`config.mk`:
```
export PLATFORM = sky130hd
export DESIGN_NAME = spi_reg_bridge
export DESIGN_NICKNAME = d
export VERILOG_FILES = /design/src/rtl/spi_bridge_pkg.sv /design/src/rtl/sync_2ff.sv /design/src/rtl/spi_reg_bridge.sv
export SDC_FILE = /design/constraint.sdc
export NUM_CORES = 1
export LEC_CHECK = 0
export ABC_AREA = 1
export CORE_ASPECT_RATIO = 1.25
export CORE_MARGIN = 2
export CORE_UTILIZATION = 25
export CTS_CLUSTER_SIZE = 14
export DETAILED_ROUTE_END_ITERATION = 7
export HOLD_SLACK_MARGIN = 0.1
export PLACE_DENSITY_LB_ADDON = 0.08
export SLEW_MARGIN = 20
export SYNTH_ARGS = -nofsm -noshare
export SYNTH_HDL_FRONTEND = slang
export SYNTH_SLANG_ARGS = --single-unit
```
`constraint.sdc`:
```
create_clock -name ext_clk -period 1.8 [get_ports ext_clk]
set_clock_uncertainty 0.05 [all_clocks]
set_input_delay 0.27 -clock ext_clk [delete_from_list [all_inputs] [get_ports ext_clk]]
set_output_delay 0.27 -clock ext_clk [all_outputs]
set_load 0.05 [all_outputs]
```
`src/rtl/spi_bridge_pkg.sv`:
```
// spi_bridge_pkg: shared FSM state type and command-byte field positions for spi_reg_bridge
package spi_bridge_pkg;
  localparam int CMD_RD_BIT = 7;
  typedef enum logic [2:0] {IDLE, CMD, WR_DATA, RD_TURN, RD_DATA, DROP} state_t;
endpackage

```
`src/rtl/sync_2ff.sv`:
```
// sync_2ff: two-flop synchroniser for one asynchronous bit, resets to 1 (idle level)
module sync_2ff (
  input  logic clk,
  input  logic rst,
  input  logic d,
  output logic q
);
  logic m;
  always_ff @(posedge clk)
    if (rst) {q, m} <= 2'b11;
    else {q, m} <= {m, d};
endmodule

```
`src/rtl/spi_reg_bridge.sv`:
```
// spi_reg_bridge: SPI byte stream to register bus bridge, one frame per ss-low period.
// Define SPI_BURST_EN for auto-incrementing multi-byte reads/writes; otherwise one data byte per frame.
module spi_reg_bridge
  import spi_bridge_pkg::*;
#(
  parameter int         ADDR_W      = 7,
  parameter logic [7:0] STATUS_BYTE = 8'hA5,
  parameter logic [7:0] TURN_BYTE   = 8'h00
) (
  input  logic              ext_clk,
  input  logic              rst,
  input  logic              ss,
  input  logic [7:0]        recv_data,
  input  logic              recv_ready,
  input  logic              send_ready,
  output logic [7:0]        send_data,
  output logic [ADDR_W-1:0] reg_addr,
  output logic [7:0]        reg_wdata,
  output logic              reg_we,
  output logic              reg_re,
  input  logic [7:0]        reg_rdata,
  output logic              busy
);
`ifdef SPI_BURST_EN
  localparam bit BURST = 1'b1;
`else
  localparam bit BURST = 1'b0;
`endif
  state_t            state;
  logic              ss_s, seen_hi, re_d;
  logic [1:0]        warm;
  logic [ADDR_W-1:0] addr, addr_n;
  logic [7:0]        pf;
  assign addr_n = addr + 1'b1;
  sync_2ff u_ss_sync (.clk(ext_clk), .rst(rst), .d(ss), .q(ss_s));
  // warm hides the synchroniser's reset value so a frame already in progress at reset is never joined
  always_ff @(posedge ext_clk)
    if (rst) begin
      state     <= IDLE;
      send_data <= '0;
      reg_addr  <= '0;
      reg_wdata <= '0;
      reg_we    <= 1'b0;
      reg_re    <= 1'b0;
      busy      <= 1'b0;
      addr      <= '0;
      pf        <= '0;
      re_d      <= 1'b0;
      warm      <= '0;
      seen_hi   <= 1'b0;
    end else begin
      reg_we <= 1'b0;
      reg_re <= 1'b0;
      re_d   <= reg_re;
      warm   <= {warm[0], 1'b1};
      if (re_d) pf <= reg_rdata;
      if (state == IDLE) begin
        if (send_ready) send_data <= STATUS_BYTE;
        if (ss_s && warm[1]) seen_hi <= 1'b1;
        if (!ss_s && seen_hi) begin
          state <= CMD;
          busy  <= 1'b1;
        end
      end else begin
        if (state == DROP && send_ready) send_data <= TURN_BYTE;
        if (recv_ready)
          case (state)
            CMD: begin
              addr     <= recv_data[ADDR_W-1:0];
              reg_addr <= recv_data[ADDR_W-1:0];
              reg_re   <= recv_data[CMD_RD_BIT];
              state    <= recv_data[CMD_RD_BIT] ? RD_TURN : WR_DATA;
              if (recv_data[CMD_RD_BIT]) send_data <= TURN_BYTE;
            end
            WR_DATA: begin
              reg_we    <= 1'b1;
              reg_wdata <= recv_data;
              reg_addr  <= addr;
              addr      <= BURST ? addr_n : addr;
              state     <= BURST ? WR_DATA : DROP;
            end
            RD_TURN, RD_DATA: begin
              send_data <= pf;
              state     <= (BURST || state == RD_TURN) ? RD_DATA : DROP;
              if (BURST) begin
                addr     <= addr_n;
                reg_addr <= addr_n;
                reg_re   <= 1'b1;
              end
            end
            default: ;
          endcase
        if (ss_s) begin
          state <= IDLE;
          busy  <= 1'b0;
        end
      end
    end
endmodule

```
==> flow_summary.json <==
{
  "yosysMostFrequentCell": "dfxtp_1",
  "grt_pass1_vias": 1850,
  "yosysTopAreaCell": "dfxtp_1",
  "htree_levels": 2,
  "pin_count": 47,
  "cp_max_fo": 7,
  "period_share_pct": 85.2,
  "port_buffers": 46,
  "syn-instance-count": 259,
  "slew_headroom_pct": 66.8,
  "postCtsSetupRepairBufs": 0,
  "synth_common_cells": "dfxtp_1, nor2_1, nand2_1",
  "ys_seq_elements": 50,
  "ys_warn_count": 0,
  "clkTransAtPathRegs_ns": 0.09,
  "clock_path_buffers": 2,
  "cts_sinks": 50,
  "final_nets": 334,
  "hold_buffers": 0,
  "instances_no_fill": 408,
  "viasPerCell": 4.57,
  "status": "complete, no violations",
  "synth_top_area_share_pct": 50.1,
  "fp.dieArea_um2": 8720,
  "hold_viol_final": 0,
  "clockRootBuffer": "clkbuf_8",
  "final.setup.tns_ns": 0,
  "synth.top_cells.by_area": "dfxtp_1, nor2_1, o21ai_0, nand2_1, a21oi_1",
  "core_area_um2": 7790,
  "synth_compound_area_share_pct": 17.0,
  "drt_iter0_markers": 77,
  "final_util_pct": 34.1,
  "cts_tree": "yes",
  "antenna_found_initial": 0,
  "slowest_delay_ns": 0.40,
  "synthesis.nets": 280,
  "die_width_um": 83.9,
  "slowest_stage": "dfxtp_1",
  "grt_first_pass_wirelength_um": 8870,
  "drc": 0,
  "num_rows": 36,
  "antennaDiodeCount": 0,
  "synth_enable_flop_cells": 0,
  "fin_crit_ns": 1.53,
  "cp_cell_sequence": "o21ai_1, nand2_2, nand3_2, nand2_2, nand2_1, nand2_2, nand2_1, a21oi_1",
  "worstPathArrival_ns": 1.67,
  "overflow": 0,
  "yosys.area_share.adder_pct": 0,
  "yosysSeqAreaShare_pct": 50.1,
  "synthSimpleGateAreaFrac_pct": 26.9,
  "ant_nets": 0,
  "place_inst": 401,
  "syn_area_um2": 2000,
  "drv_slew": 0,
  "area_delta_synth_final_pct": 33.1,
  "synthArstFlopShare_pct": 0,
  "critPathKind": "flop to flop",
  "maxCapViolations": 0,
  "grt_max_degree": 37,
  "wirelength_um": 5400,
  "first_pass_iters": 4,
  "numCtsBuffers": 5,
  "synth-xor-area-share_pct": 0,
  "startpoint_type": "flop",
  "power_leakage_nw": 1.23,
  "initial_utilization_pct": 25.6,
  "gp_congestion": 0.794,
  "die_h_um": 104,
  "ys_types": 27,
  "synth_area_per_cell_um2": 7.71,
  "rsz0062_at_grt": "false",
  "grt_use_total_pct": 12.5,
  "ys.flop_type": "dfxtp_1",
  "hpwl_um": 3840,
  "cp_data_required_time_ns": 1.94,
  "drive_above_1_share_pct": 19.2,
  "via_count": 1864,
  "tightest_slew_ns": 0.497,
  "p_per_area_nw_per_um2": 966,
  "min_path_type": "flop to flop",
  "fmax_mhz": 652,
  "peakVddDrop_uv": 366,
  "routed_wire_length_per_instance_um": 13.2,
  "synth_mux_area_share_pct": 0,
  "finalPower_w": 0.00257,
  "cpMostUsedCell": "nand2_2",
  "cp-end-kind": "flop",
  "setup_viol": 0,
  "synth_top_family_by_area": "simple AND/OR/NAND/NOR gates",
  "insertion_delay_ns": 0.29
}
path summary, 6_finish.rpt:
| check | from | to | slack (ns) | depth (start not counted) |
|---|---|---|---|---|
| setup reg to reg | state[0] | send_data[4] | 0.27 | 8 |
| hold reg to reg | warm[0] | warm[1] | 0.36 | 2 |
| hold / removal | warm[0] | warm[1] | 0.36 | 2 |
| setup / recovery | state[0] | send_data[4] | 0.27 | 8 |
cell families (layout without fill, tap and decap cells):
| group | after synthesis | after routing |
|---|---|---|
| simple gates | 119 | 119 |
| compound gates | 63 | 63 |
| buf+inv | 27 | 81 |
| flops | 50 | 50 |
power breakdown:
part           total (W)  switching (W)  internal, W
Clock           0.000809       0.000363     0.000445
Sequential       0.00123      0.0000520      0.00118
Combinational   0.000529       0.000344     0.000185
placed cells by master (no fill, tap or decap):
cell type and count:
clkdlybuf4s50_1 20, nand2_4 1, a31oi_1 9, dlymetal6s2s_1 1, inv_4 2, nand4_1 3, o21a_1 1, nand3_2 3
buf_12 1, buf_4 31, o21ai_1 3, a21oi_1 12, nor2_8 1, nand2_1 45, nor2_4 2, or2_2 2
clkinv_1 1, inv_1 14, nor3_1 1, bufinv_16 1, dfxtp_1 50, nand2_2 4, nor2_1 49, o21ai_2 1
o21ai_0 35, nand3_1 8, a22oi_1 1, clkbuf_8 6, inv_2 4, a21oi_2 1
through the flow:
| stage | area [um2] | worst slack (ns) | hold WS, ns |
|---|---|---|---|
| finish | 2660 | 0.267 | 0.361 |
| global route | 2660 | 0.0625 | 0.374 |
| CTS | 2660 | 0.0261 | 0.362 |
| detailed placement | 2540 | 0.102 | 0.345 |
| global placement | 2540 | 0.119 | 0.341 |
| floorplan | 2000 | 0.473 | 0.289 |
what timing repair did:
action                                 4_1_cts  5_1_grt
setup endpoints to repair                    0        1
resized for setup                            0        1
endpoints found under the hold margin        0        0
state kept, by name, indices dropped and copies added (netlist names):
signal / cells
seen_hi: 1
addr: 7
reg_we: 1
u_ss_sync.m: 1
send_data: 8
warm: 2
reg_addr: 7
re_d: 1
reg_wdata: 8
busy: 1
state: 3
pf: 8
u_ss_sync.q: 1
reg_re: 1
metal layers:
layer  GRT usage (%)  wire length (um)  up-vias
met5               0                 0        -
met4            4.49               130        0
met3            3.02               215        9
met2            20.7              2590       41
met1            15.8              2460      859
li1                -                 -      955
area by class of cell:
class | instances | area [um2]
multi-input cells | 182 | 877
flip-flops and latches | 50 | 1000
inverters | 21 | 83.8
repair buffers | 53 | 465
clock buffers | 6 | 82.6
clock inverters | 1 | 30.0
well taps | 95 | 119
fillers | 821 | 5130
critical path, delay by kind of cell (launching register included):
| kind | cells | cell delay (ns) |
|---|---|---|
| AO/OA/AOI/OAI | 2 | 0.42 |
| AND/OR/NAND/NOR | 6 | 0.57 |
| flip-flops | 1 | 0.40 |
No activity file was read; power rests on OpenSTA's default activity.
